--- config.mk ---
export PLATFORM = sky130hd
export DESIGN_NAME = spi_word_slave
export DESIGN_NICKNAME = d
export VERILOG_FILES = /design/src/rtl/spi_word_slave.sv
export SDC_FILE = /design/constraint.sdc
export NUM_CORES = 1
export LEC_CHECK = 0
export ABC_CLOCK_PERIOD_IN_PS = 1400
export BUFFER_PORTS_ARGS = -buffer_cell sky130_fd_sc_hd__clkbuf_2
export CELL_PAD_IN_SITES_DETAIL_PLACEMENT = 1
export CELL_PAD_IN_SITES_GLOBAL_PLACEMENT = 2
export CORE_AREA = 2 2 183 149
export DETAILED_ROUTE_END_ITERATION = 8
export DIE_AREA = 0 0 185 151
export GPL_TIMING_DRIVEN = 0
export HOLD_SLACK_MARGIN = 0.1
export PLACE_DENSITY = 0.86
export SETUP_SLACK_MARGIN = 0.15
export SYNTH_ARGS = -nofsm -noshare
export SYNTH_HDL_FRONTEND = slang
export SYNTH_SLANG_ARGS = --single-unit
--- constraint.sdc ---
create_clock -name clk -period 1.4 [get_ports clk]
set_input_delay 0.21 -clock clk [delete_from_list [all_inputs] [get_ports clk]]
set_output_delay 0.21 -clock clk [all_outputs]
set_load 0.05 [all_outputs]
--- src/rtl/spi_word_slave.sv ---
`timescale 1ns/1ps
`default_nettype none
// ============================================================================
// Module   : spi_word_slave
// Brief    : SPI mode-0 slave front end. Oversamples sclk/cs_n/mosi in the clk
//            domain, deserialises each chip-select frame into one WIDTH-bit
//            word tagged KEY/DATA/CONTROL, and serialises tx_word onto miso.
// Revision : 1.0 - initial release
// ============================================================================
module spi_word_slave #(
    parameter int WIDTH       = 64,
    parameter int SYNC_STAGES = 2
) (
    input  logic             clk,
    input  logic             rst_n,
    input  logic             sclk,
    input  logic             cs_n,
    input  logic             mosi,
    output logic             miso,
    input  logic [WIDTH-1:0] tx_word,
    input  logic             idx_clr,
    output logic [WIDTH-1:0] rx_word,
    output logic             rx_valid,
    output logic [1:0]       rx_index,
    output logic             rx_err,
    output logic             busy
);

    localparam logic       c_IDLE      = 1'b0;
    localparam logic       c_ACTIVE    = 1'b1;
    localparam logic [6:0] c_CNT_MAX   = 7'd127;
    localparam logic [6:0] c_WIDTH_CNT = 7'(WIDTH);

    // Synchroniser chains; the last stage is the first usable copy
    logic [SYNC_STAGES-1:0] r_sclk_sync;
    logic [SYNC_STAGES-1:0] r_cs_sync;
    logic [SYNC_STAGES-1:0] r_mosi_sync;
    logic                   r_sclk_d;
    logic                   r_cs_d;
    logic                   r_mosi_d;

    logic                   w_sclk_s;
    logic                   w_cs_s;
    logic                   w_sclk_rise;
    logic                   w_sclk_fall;
    logic                   w_cs_fall;
    logic                   w_cs_rise;

    logic                   r_state;
    logic                   w_state_nxt;
    logic                   w_frame_start;
    logic                   w_frame_stop;
    logic                   w_rx_shift;
    logic                   w_tx_shift;

    logic [WIDTH-1:0]       r_rx_sr;
    logic [WIDTH-1:0]       r_tx_sr;
    logic [6:0]             r_bit_cnt;
    logic                   r_seen_rise;
    logic                   r_end_pend;
    logic [1:0]             r_frame_idx;
    logic [1:0]             w_idx_next;

    // Pin synchronisers plus one extra registered copy used for edge detection
    always_ff @(posedge clk or negedge rst_n) begin
        if (!rst_n) begin
            r_sclk_sync <= '0;
            r_cs_sync   <= '1;
            r_mosi_sync <= '0;
            r_sclk_d    <= 1'b0;
            r_cs_d      <= 1'b1;
            r_mosi_d    <= 1'b0;
        end else begin
            r_sclk_sync <= {r_sclk_sync[SYNC_STAGES-2:0], sclk};
            r_cs_sync   <= {r_cs_sync[SYNC_STAGES-2:0], cs_n};
            r_mosi_sync <= {r_mosi_sync[SYNC_STAGES-2:0], mosi};
            r_sclk_d    <= w_sclk_s;
            r_cs_d      <= w_cs_s;
            r_mosi_d    <= r_mosi_sync[SYNC_STAGES-1];
        end
    end

    assign w_sclk_s    = r_sclk_sync[SYNC_STAGES-1];
    assign w_cs_s      = r_cs_sync[SYNC_STAGES-1];
    assign w_sclk_rise =  w_sclk_s & ~r_sclk_d;
    assign w_sclk_fall = ~w_sclk_s &  r_sclk_d;
    assign w_cs_fall   = ~w_cs_s   &  r_cs_d;
    assign w_cs_rise   =  w_cs_s   & ~r_cs_d;

    // FSM state register
    always_ff @(posedge clk or negedge rst_n) begin
        if (!rst_n) begin
            r_state <= c_IDLE;
        end else begin
            r_state <= w_state_nxt;
        end
    end

    // FSM next-state: chip-select edges open and close a frame
    always_comb begin
        w_state_nxt = r_state;
        case (r_state)
            c_IDLE:   if (w_cs_fall) w_state_nxt = c_ACTIVE;
            c_ACTIVE: if (w_cs_rise) w_state_nxt = c_IDLE;
            default:  w_state_nxt = c_IDLE;
        endcase
    end

    // FSM outputs and per-cycle datapath strobes
    always_comb begin
        busy          = (r_state == c_ACTIVE);
        miso          = (r_state == c_ACTIVE) ? r_tx_sr[WIDTH-1] : 1'b0;
        w_frame_start = (r_state == c_IDLE)   & w_cs_fall;
        w_frame_stop  = (r_state == c_ACTIVE) & w_cs_rise;
        w_rx_shift    = (r_state == c_ACTIVE) & w_sclk_rise;
        // A falling edge ahead of the first rising edge must not skip the MSB
        w_tx_shift    = (r_state == c_ACTIVE) & w_sclk_fall & r_seen_rise;
    end

    // Shift registers and bit counter
    always_ff @(posedge clk or negedge rst_n) begin
        if (!rst_n) begin
            r_rx_sr     <= '0;
            r_tx_sr     <= '0;
            r_bit_cnt   <= '0;
            r_seen_rise <= 1'b0;
        end else if (w_frame_start) begin
            r_tx_sr     <= tx_word;
            r_rx_sr     <= '0;
            r_bit_cnt   <= '0;
            r_seen_rise <= 1'b0;
        end else begin
            if (w_rx_shift) begin
                r_rx_sr     <= {r_rx_sr[WIDTH-2:0], r_mosi_d};
                r_seen_rise <= 1'b1;
                if (r_bit_cnt != c_CNT_MAX) begin
                    r_bit_cnt <= r_bit_cnt + 7'd1;
                end
            end
            if (w_tx_shift) begin
                r_tx_sr <= {r_tx_sr[WIDTH-2:0], 1'b0};
            end
        end
    end

    assign w_idx_next = (r_frame_idx == 2'd2) ? 2'd0 : (r_frame_idx + 2'd1);

    // Frame-end evaluation one cycle after the state leaves ACTIVE; clear beats advance
    always_ff @(posedge clk or negedge rst_n) begin
        if (!rst_n) begin
            r_end_pend  <= 1'b0;
            rx_word     <= '0;
            rx_index    <= 2'd0;
            rx_valid    <= 1'b0;
            rx_err      <= 1'b0;
            r_frame_idx <= 2'd0;
        end else begin
            r_end_pend <= w_frame_stop;
            rx_valid   <= 1'b0;
            rx_err     <= 1'b0;
            if (r_end_pend && (r_bit_cnt == c_WIDTH_CNT)) begin
                rx_word     <= r_rx_sr;
                rx_index    <= r_frame_idx;
                rx_valid    <= 1'b1;
                r_frame_idx <= idx_clr ? 2'd0 : w_idx_next;
            end else begin
                if (r_end_pend) begin
                    rx_err <= 1'b1;
                end
                if (idx_clr) begin
                    r_frame_idx <= 2'd0;
                end
            end
        end
    end

endmodule
`default_nettype wire
==> reports/qor.csv, run 1 <==
metric,value,unit
setup_violations,200,
syn_to_final_growth,59.3,%
via_count,6975,
row_count,53,
worst_slew_pin_slew,0.516,ns
async_reset_ff_share,100,%
cp-start-kind,register,
slew_violations,0,
ys.warnings.count,0,
grt_pass1_vias,7172,
synth_area,0.00829,mm²
fmax,625,MHz
crit_type,register to register,
relSlewSlack,65.6,%
p_switching,0.00458,W
cts.sinks,217,
multi_input_area,0.00316,mm²
syn_nets,844,
netlist_instances,772,
seq_area,0.00544,mm²
violations,"negative hold slack, negative setup slack",
p_leak,6.64,nW
grt_usage,17.0,%
yosysSeqAreaShare,65.6,%
die_w,185,µm
cts_tree,built,
ios,140,
internal_power,0.0119,W
setup_tns,-26.36,ns
endpoint_kind,register,
ys.flop_type,dfrtp_1,
ys_types,36,
swShare,27.7,%
drtPass1Iterations,4,
muxShareOfSynthArea,0.483,%
hold_violations,40,
yosys_register_bits,217,
grt_pass1_wl,37.9,mm
drtIter0Drc,304,
antenna_found_initial,3,
gp_routability_congestion,0.743,
pwr-share-comb,15.5,%
fin_area,0.0132,mm²
yosysTopAreaCell,dfrtp_1,
required,1.79,ns
finalWorstSetupSlack,-0.200,ns
synthAdderAreaFrac,0.302,%
grt_start_max_net_pins,98,
synth.avg_cell_area,10.7,µm²
path_clk_slew,0.06,ns
overflow,0,
clock_skew,0.0141,ns
die-area,0.0279,mm²
wire_per_inst,18.1,µm
initial_core_util,31.9,%
status,finished with violations,
final_antenna_net_count,0,
synth_top_family_by_area,simple AND/OR/NAND/NOR gates,
cap_violations,0,
synthTopCellsByCount,"326 x nand2_1, 214 x dfrtp_1, 65 x a22o_1",
fin_crit_sh,114,%
drt-total-wl,26.3,mm
root_buffer,clkbuf_16,
cts_hold_buf,69,
port_buffers,139,
clockBufferDepth,3,
rsz0062_at_grt,yes,
core_area,0.0260,mm²
whs,-0.385,ns
synth.most_common_cell,nand2_1,
vias_per_cell,4.81,
drive_gt1_share,39.6,%
synth-compound-area-share,13.5,%
cp_data_arrival_time,1.99,ns
clkLatencyLatePin,0.51,ns
htreeDepth,1,
placed_area,0.00979,mm²
ys_top_cells_by_area,"dfrtp_1 65%, nand2_1 15%, a22o_1 6.9%",
ir_worst_vdd,0.750,mV
die_h,151,µm
synth_xor_area_share,0.106,%
clkPwrFrac,38.1,%
fillCellCount,2789,
yosysTopAreaCellShare,64.6,%
seq_power_share,46.4,%
nets,1145,
synth-simple-area-share,16.8,%
numCtsBuffers,25,
hp-class,primary input to async pin,
drc,0,
dp_hpwl,14.3,mm
period_needed,1.60,ns
power.density,1250,mW/mm²
synth_edf_count,0,
crit_path_max_fanout,10,
## repair_timing
| item | CTS | global route |
|---|---|---|
| pin swaps | 6 | 14 |
| endpoints found under the hold margin | 118 | 40 |
| gates cloned | 3 | 12 |
| setup buffers | 19 | 30 |
| endpoints found under the setup margin | 275 | 284 |
| gates resized for setup | 82 | 414 |
## layer usage
| layer | GRT usage, % | vias up | part of all wire, % |
|---|---|---|---|
| met3 | 2.55 | 68 | 3.4 |
| met2 | 28.6 | 141 | 51 |
| met5 | 0 | - | 0 |
| met4 | 5.40 | 0 | 3.7 |
| met1 | 22.8 | 3539 | 42 |
| li1 | - | 3227 | - |
## final cells by class
class | instances | share of cell area (%)
flip-flops and latches | 217 | 41.2
multi-input cells | 499 | 23.9
repair buffers | 274 | 20.5
clock buffers | 32 | 5.16
plain buffers | 50 | 4.80
well taps | 357 | 3.38
clock inverters | 13 | 0.749
inverters | 6 | 0.227
diodes | 3 | 0.0569
## sequential cells by signal (all words and copies together) (netlist names)
register	count
r_sclk_sync	2
r_seen_rise	1
busy	1
r_sclk_d	1
r_bit_cnt	7
r_tx_sr	64
rx_index	2
rx_valid	1
r_end_pend	1
r_mosi_sync	2
rx_word	64
r_cs_sync	2
r_frame_idx	2
r_mosi_d	1
r_cs_d	1
rx_err	1
r_rx_sr	64
## worst paths after layout
path                       cells past startpoint  slack [ns]              to           start
setup reg to reg                               7       -0.20     r_tx_sr[25]    r_cs_sync[1]
max in group asynchronous                      3        0.51      r_tx_sr[9]           rst_n
hold reg to reg                                0        0.35  r_sclk_sync[1]  r_sclk_sync[0]
hold / removal                                 1       -0.38     r_tx_sr[24]           rst_n
min in group clk                               2        0.34    r_cs_sync[0]            cs_n
setup / recovery                               7       -0.20     r_tx_sr[25]    r_cs_sync[1]
## cell families after synthesis
kind of cell,count (synthesis)
compound gates,142
xor+xnor,1
fa+ha+maj,2
buf+inv,56
flops,217
mux,4
simple gates,350
## placed cells by master (no fill, tap or decap), types with 4 or more instances in the layout
cell	instances
buf_8	30
clkbuf_4	8
nand2_4	26
dfrtp_1	210
buf_12	5
clkbuf_1	4
clkbuf_2	72
clkbuf_16	40
dfrtp_2	4
o21ai_1	5
a22o_1	65
buf_6	75
a22oi_1	28
buf_4	39
clkinv_2	9
nand2_1	242
nand3_1	4
inv_1	5
a22oi_2	31
clkbuf_8	8
nand2_2	58
dlygate4sd3_1	68
## worst max-delay path, stage by stage (launching register included)
cell,delay (ns)
dfstp_2,0.54
nor3b_2,0.04
buf_4,0.16
buf_12,0.13
buf_4,0.13
buf_8,0.14
a22oi_2,0.21
nand2_1,0.11
## stage by stage
step,setup WS [ns],instances,util (%),total power [W]
finish,-0.200,1451,50.8,0.0165
global route,-0.305,1451,50.8,0.0173
detailed placement,-0.426,1270,37.7,0.00898
CTS,-0.158,1406,45.2,0.0157
global placement,-4.82,1268,37.4,0.00887
floorplan,-0.0812,772,-,0.00836
## power groups by stage
| stage | Combinational (W) | Clock (W) | Sequential (W) |
|---|---|---|---|
| global placement | 0.00140 | 0 | 0.00747 |
| floorplan | 0.000970 | 0 | 0.00739 |
| CTS | 0.00189 | 0.00642 | 0.00741 |
| detailed placement | 0.00149 | 0 | 0.00749 |
| global route | 0.00280 | 0.00671 | 0.00774 |
| finish | 0.00257 | 0.00629 | 0.00767 |
Note: power is estimated with default switching activity, not from simulation.
==> run 2: changes to the inputs <==
==> config.mk (replaced) <==
export PLATFORM = sky130hd
export DESIGN_NAME = spi_word_slave
export DESIGN_NICKNAME = d
export VERILOG_FILES = /design/src/rtl/spi_word_slave.sv
export SDC_FILE = /design/constraint.sdc
export NUM_CORES = 1
export LEC_CHECK = 0
export ABC_CLOCK_PERIOD_IN_PS = 2100
export BUFFER_PORTS_ARGS = -buffer_cell sky130_fd_sc_hd__clkbuf_2
export CELL_PAD_IN_SITES_DETAIL_PLACEMENT = 1
export CELL_PAD_IN_SITES_GLOBAL_PLACEMENT = 2
export CORE_AREA = 2 2 169 138
export DETAILED_ROUTE_END_ITERATION = 8
export DIE_AREA = 0 0 171 140
export GPL_TIMING_DRIVEN = 0
export HOLD_SLACK_MARGIN = 0.1
export PLACE_DENSITY = 0.94
export SETUP_SLACK_MARGIN = 0.15
export SYNTH_ARGS = -nofsm -noshare
export SYNTH_HDL_FRONTEND = slang
export SYNTH_SLANG_ARGS = --single-unit
==> constraint.sdc (replaced) <==
create_clock -name clk -period 2.1 [get_ports clk]
set_input_delay 0.315 -clock clk [delete_from_list [all_inputs] [get_ports clk]]
set_output_delay 0.315 -clock clk [all_outputs]
set_load 0.05 [all_outputs]
==> run 2 against run 1 <==
Power shrank 39%. Setup slack improved by 0.49 ns. Register-to-register slack better by 0.49 ns. Routed wire length decreased by 15%. Critical endpoint is now r_tx_sr[26]. Global-route usage rose by 2.1 points. Flip-flop and latch count stayed put. Critical path depth is 1 lower. The flow now finishes without violations.
==> reports/qor.csv, run 2 (same netlist as run 1, synthesis figures left out) <==
metric,value,unit,change
status,"finished, final reports clean",,
clkLatencyLatePin,0.50,ns,about the same
final_util,49.4,%,-1.4 points
hp-class,register to register,,
clkPwrFrac,41.5,%,+3.4 points
worst_slew_pin_slew,0.578,ns,+0.0623 ns
drive_gt1_share,22.0,%,-18 points
cts.sinks,217,,unchanged
dp_hpwl,14.1,mm,-1.5%
vias_per_cell,4.96,,+3.2%
relSlewSlack,61.5,%,-4.2 points
crit_path_max_fanout,10,,unchanged
gp_routability_congestion,0.757,,+2.0%
endpoint_kind,register,,
fin_crit_sh,86.1,%,-28 points
rsz0062_at_grt,no,,
cp_data_arrival_time,2.24,ns,+0.25 ns
drtPass1Iterations,5,,+1
antenna_found_initial,0,,-3
port_buffers,139,,unchanged
drt-total-wl,22.4,mm,-15%
die-area,0.0239,mm²,-14%
hp-start,r_mosi_sync[1],,
required,2.54,ns,+0.75 ns
hold_violations,0,,-100%
pwr-share-comb,10.0,%,-5.5 points
reg.largest.list,"r_rx_sr (64), r_tx_sr (64), rx_word (64)",,
wl_met3,638,µm,-28%
htreeDepth,1,,unchanged
final_antenna_net_count,0,,unchanged
initial_core_util,37.3,%,+5.5 points
die_h,140,µm,-7.3%
top_layer,met4,,
rr_startpoint,busy,,
power.density,927,mW/mm²,-26%
via_count,6602,,-5.3%
grt_pass1_wl,36.9,mm,-2.5%
setup_violations,0,,-100%
drc,0,,unchanged
wl_met2,10.8,mm,-19%
cp-startpoint,busy,,
wl_met1,10.2,mm,-7.9%
fillCellCount,2482,,-11%
ir_worst_vdd,0.604,mV,-20%
clock_skew,0.00673,ns,-0.00733 ns
cp-start-kind,register,,
slew_violations,0,,unchanged
grt_usage,19.2,%,+2.1 points
die_w,171,µm,-7.6%
cts_tree,built,,
syn_to_final_growth,32.2,%,
path_clk_slew,0.06,ns,about the same
p_total,0.0102,W,-39%
root_buffer,clkbuf_16,,
swShare,24.7,%,-3.0 points
seq_area,0.00543,mm²,about the same
drtIter0Drc,461,,+52%
row_count,49,,-7.5%
multi_input_area,0.00261,mm²,-17%
grt_start_max_net_pins,81,,-17%
core_area,0.0222,mm²,-15%
numCtsBuffers,23,,-8.0%
antennaDiodeCount,0,,-3
crit_type,register to register,,
final_cell_mix,"326 x nand2_1, 214 x dfrtp_1, 145 x clkbuf_2, 69 x dlygate4sd3_1, 65 x a22o_1",,
fmax,553,MHz,-11%
period_needed,1.81,ns,+0.207 ns
ios,140,,unchanged
wire_per_inst,16.8,µm,-7.1%
nets,1081,,-5.6%
final_common_cell,nand2_1,,
clockBufferDepth,3,,unchanged
internal_power,0.00765,W,-36%
grt_pass1_vias,7017,,-2.2%
overflow,0,,unchanged
p_leak,5.79,nW,-13%
cap_violations,0,,unchanged
seq_power_share,48.5,%,+2.1 points
p_switching,0.00251,W,-45%
[run 2: path summary, 6_finish.rpt]
| kind | slack, ns | endpoint | depth (start not counted) |
|---|---|---|---|
| worst max-delay path | 0.29 | r_tx_sr[26] | 6 |
| worst min-delay path | 0.35 | r_mosi_d | 0 |
| worst max register to register | 0.29 | r_tx_sr[26] | 6 |
| worst min register to register | 0.35 | r_mosi_d | 0 |
| max in group asynchronous | 0.91 | r_cs_sync[0] | 3 |
| min in group asynchronous | 0.38 | rx_word[16] | 2 |
[run 2: power by group through the flow]
stage	sequential, W	combinational, W	clock [W]
floorplan	0.00491	0.000559	0
global placement	0.00496	0.000830	0
detailed placement	0.00498	0.000895	0
CTS	0.00491	0.00101	0.00435
global route	0.00498	0.00117	0.00450
finish	0.00493	0.00101	0.00422
[run 2: worst max-delay path, cell delays in order, from the launching register on]
cell	delay (ns)
dfrtp_1	0.48
and4b_1	0.25
buf_2	0.21
nor2_2	0.29
buf_2	0.31
nand2_1	0.12
nand2_1	0.09
[run 2: what timing repair did]
item                                   in CTS  in global routing
setup endpoints to repair                  28                 99
buffers inserted                            0                  2
pin swaps                                   0                  1
hold buffers                               69                  0
endpoints found under the hold margin     132                  0
resized for setup                           1                 16
[run 2: final cells by class]
class	instances	share of cell area (%)
inverters	6	0.228
multi-input cells	499	23.8
repair buffers	212	13.4
flip-flops and latches	217	49.6
well taps	306	3.49
clock inverters	7	1.03
plain buffers	50	2.32
clock buffers	34	6.18
[run 2: routing by layer]
metal | GRT usage (%) | vias up
li1 | - | 3080
met1 | 26.3 | 3345
met2 | 31.5 | 129
met3 | 2.77 | 48
met4 | 6.16 | 0
met5 | 0 | -
[run 2: through the flow]
stage	TNS (ns)	cell area [µm²]	std cells	worst slack, ns	hold WS, ns
after floorplan	0	8290	772	0.403	0.0194
after global placement	-793.51	9370	1217	-3.69	0.334
after detailed placement	0	9430	1219	0.0930	0.338
after CTS	0	10900	1329	0.185	0.351
after global routing	0	11000	1331	0.164	0.361
final	0	11000	1331	0.293	0.351
==> run 3: changes to the inputs <==
==> config.mk (replaced) <==
export PLATFORM = sky130hd
export DESIGN_NAME = spi_word_slave
export DESIGN_NICKNAME = d
export VERILOG_FILES = /design/src/rtl/spi_word_slave.sv
export SDC_FILE = /design/constraint.sdc
export NUM_CORES = 1
export LEC_CHECK = 0
export ABC_CLOCK_PERIOD_IN_PS = 1900
export BUFFER_PORTS_ARGS = -buffer_cell sky130_fd_sc_hd__clkbuf_2
export CELL_PAD_IN_SITES_DETAIL_PLACEMENT = 1
export CELL_PAD_IN_SITES_GLOBAL_PLACEMENT = 2
export CORE_AREA = 2 2 173 141
export DETAILED_ROUTE_END_ITERATION = 8
export DIE_AREA = 0 0 175 143
export GPL_TIMING_DRIVEN = 0
export HOLD_SLACK_MARGIN = 0.1
export PLACE_DENSITY = 0.91
export SETUP_SLACK_MARGIN = 0.15
export SYNTH_ARGS = -nofsm -noshare
export SYNTH_HDL_FRONTEND = slang
export SYNTH_SLANG_ARGS = --single-unit
==> constraint.sdc (replaced) <==
create_clock -name clk -period 1.9 [get_ports clk]
set_input_delay 0.285 -clock clk [delete_from_list [all_inputs] [get_ports clk]]
set_output_delay 0.285 -clock clk [all_outputs]
set_load 0.05 [all_outputs]
==> run 3 against run 2 <==
Clock power grew 23%. Critical path depth grew 1. Non-clock buffer count increased by 2. First-iteration DRC count fell by 27%. Worst hold slack better by 0.0039 ns. Setup slack lost 0.096 ns. Routed wire length up 0.54%. Global-route usage decreased by 1.0 points. Count of clock-buffer cells in the layout down 6. Register-to-register slack lost 0.096 ns. Clock skew is 0.0045 ns higher.
==> reports/qor.csv, run 3 (same netlist as run 1, synthesis figures left out) <==
metric,value,unit,change
ir_worst_vdd,0.542,mV,-10%
p_leak,5.89,nW,+1.6%
wl_met3,690,µm,+8.2%
setup_violations,0,,unchanged
drt-total-wl,22.5,mm,+0.54%
row_count,50,,+2.0%
path_cells,nor4_4 -> nand4_2 -> buf_4 -> clkbuf_4 -> buf_4 -> nand2_1 -> nand2_1,,
required,2.29,ns,-0.25 ns
final_cell_mix,"326 x nand2_1, 211 x dfrtp_1, 153 x clkbuf_2, 69 x dlygate4sd3_1, 65 x a22o_1",,
numCtsBuffers,24,,+4.3%
dp_hpwl,13.9,mm,-1.6%
final_util,47.8,%,-1.5 points
hold_violations,0,,unchanged
overflow,0,,unchanged
drc,0,,unchanged
path_clk_slew,0.06,ns,about the same
antenna_found_initial,0,,unchanged
drtPass1Iterations,4,,-1
clock_skew,0.0112,ns,+0.00447 ns
crit_type,register to register,,
crit_path_max_fanout,10,,unchanged
wl_met1,10.4,mm,+1.7%
fmax,587,MHz,+6.1%
reg2reg_depth,7,,+1
grt_pass1_vias,6945,,-1.0%
die-area,0.0250,mm²,+4.5%
holdPathStages,0,,unchanged
gp_routability_congestion,0.749,,-1.1%
slew_violations,0,,unchanged
initial_core_util,35.7,%,-1.6 points
crit_slowest_cell,dfrtp_2,,
status,"finished, final reports clean",,
clkLatencyLatePin,0.50,ns,about the same
via_count,6542,,-0.91%
cts.sinks,217,,unchanged
nets,1084,,+0.28%
internal_power,0.00890,W,+16%
grt_start_max_net_pins,116,,+43%
reg.largest.list,"r_rx_sr (64), r_tx_sr (64), rx_word (64)",,
core_area,0.0232,mm²,+4.6%
swShare,24.6,%,-0.15 points
relSlewSlack,41.2,%,-20 points
worst_slew_pin_slew,0.882,ns,+0.304 ns
cap_violations,0,,unchanged
final_common_cell,nand2_1,,
drive_gt1_share,23.9,%,+1.9 points
htreeDepth,1,,unchanged
rsz0062_at_grt,yes,,
final_antenna_net_count,0,,unchanged
syn_to_final_growth,34.0,%,
port_buffers,139,,unchanged
seq_power_share,46.2,%,-2.3 points
clkPwrFrac,44.0,%,+2.5 points
pwr-share-comb,9.8,%,-0.2 points
die_h,143,µm,+2.1%
cp-start-kind,register,,
grt_pass1_wl,36.6,mm,-0.84%
root_buffer,clkbuf_16,,
grt_usage,18.2,%,-1.0 points
clockBufferDepth,3,,unchanged
endpoint_kind,register,,
drtIter0Drc,338,,-27%
setup_tns,0,ns,unchanged
fin_crit_sh,89.6,%,+3.6 points
vias_per_cell,4.88,,-1.6%
period_needed,1.70,ns,-0.104 ns
top_layer,met4,,
fillCellCount,2580,,+3.9%
hp-class,register to register,,
p_switching,0.00290,W,+15%
cp_data_arrival_time,2.09,ns,-0.15 ns
power.density,1060,mW/mm²,+15%
wire_per_inst,16.8,µm,-0.21%
place_ws,-0.00782,ns,-0.101 ns
ios,140,,unchanged
critPathMaxStageDelay,0.44,ns,-0.04 ns
die_w,175,µm,+2.3%
antennaDiodeCount,0,,unchanged
wl_met2,10.9,mm,+0.45%
cts_tree,built,,
finalWorstSetupSlack,0.197,ns,-0.0961 ns
## run 3: cell count changes in the layout (fill, tap and decap cells not counted), moves of 4 or more
cell | previous run | this run
clkbuf_2 | 145 | 153
buf_4 | 5 | 11
clkbuf_4 | 0 | 6
buf_2 | 25 | 16
clkbuf_1 | 18 | 5
clkbuf_8 | 7 | 3
## run 3: final timing paths
kind                               from           end  slack, ns
min reg2reg                r_cs_sync[0]  r_cs_sync[1]       0.36
max reg2reg                r_bit_cnt[2]   rx_word[55]       0.20
min                        r_cs_sync[0]  r_cs_sync[1]       0.36
max                        r_bit_cnt[2]   rx_word[55]       0.20
max in group asynchronous         rst_n    rx_word[5]       0.39
min in group asynchronous         rst_n   r_tx_sr[35]       0.45
## run 3: power groups by stage
stage	registers (W)	logic, W	clock network (W)
6_report	0.00545	0.00116	0.00519
5_1_grt	0.00551	0.00132	0.00551
4_1_cts	0.00543	0.00111	0.00530
3_5_place_dp	0.00549	0.000985	0
3_3_place_gp	0.00549	0.000920	0
2_1_floorplan	0.00542	0.000618	0
## run 3: critical path, delay by kind of cell (launching register included)
family,cells,cell delay [ns]
buf+inv,3,0.58
simple gates,4,0.58
flops,1,0.44
## run 3: layout make-up
class                           count  area [µm²]  area share, %
Buffer                             50         294           2.65
Clock buffer                       28         657           5.92
Clock inverter                     15         239           2.15
Inverter                            6        22.5          0.203
Multi-Input combinational cell    499        2600           23.4
Sequential cell                   217        5440           49.0
Tap cell                          312         390           3.52
Timing Repair Buffer              214        1460           13.2
## run 3: timing repair
action,CTS,global route
hold buffers,69,0
pin swaps,1,2
setup endpoints to repair,121,181
hold endpoints to repair,168,0
buffers inserted,1,4
gates resized for setup,7,42
## run 3: through the flow
stage / area, µm² / hold slack [ns] / total power [W] / cells
after CTS: 11000 / 0.356 / 0.0118 / 1337
after detailed placement: 9410 / 0.339 / 0.00648 / 1224
after global routing: 11100 / 0.361 / 0.0123 / 1341
final: 11100 / 0.355 / 0.0118 / 1341
after global placement: 9370 / 0.337 / 0.00641 / 1223
after floorplan: 8290 / -0.0106 / 0.00604 / 772
## run 3: routing by layer
| layer | up-vias | global-route usage, % |
|---|---|---|
| li1 | 3087 | - |
| met1 | 3293 | 24.7 |
| met2 | 121 | 30.2 |
| met3 | 41 | 2.88 |
| met4 | 0 | 5.35 |
| met5 | - | 0 |
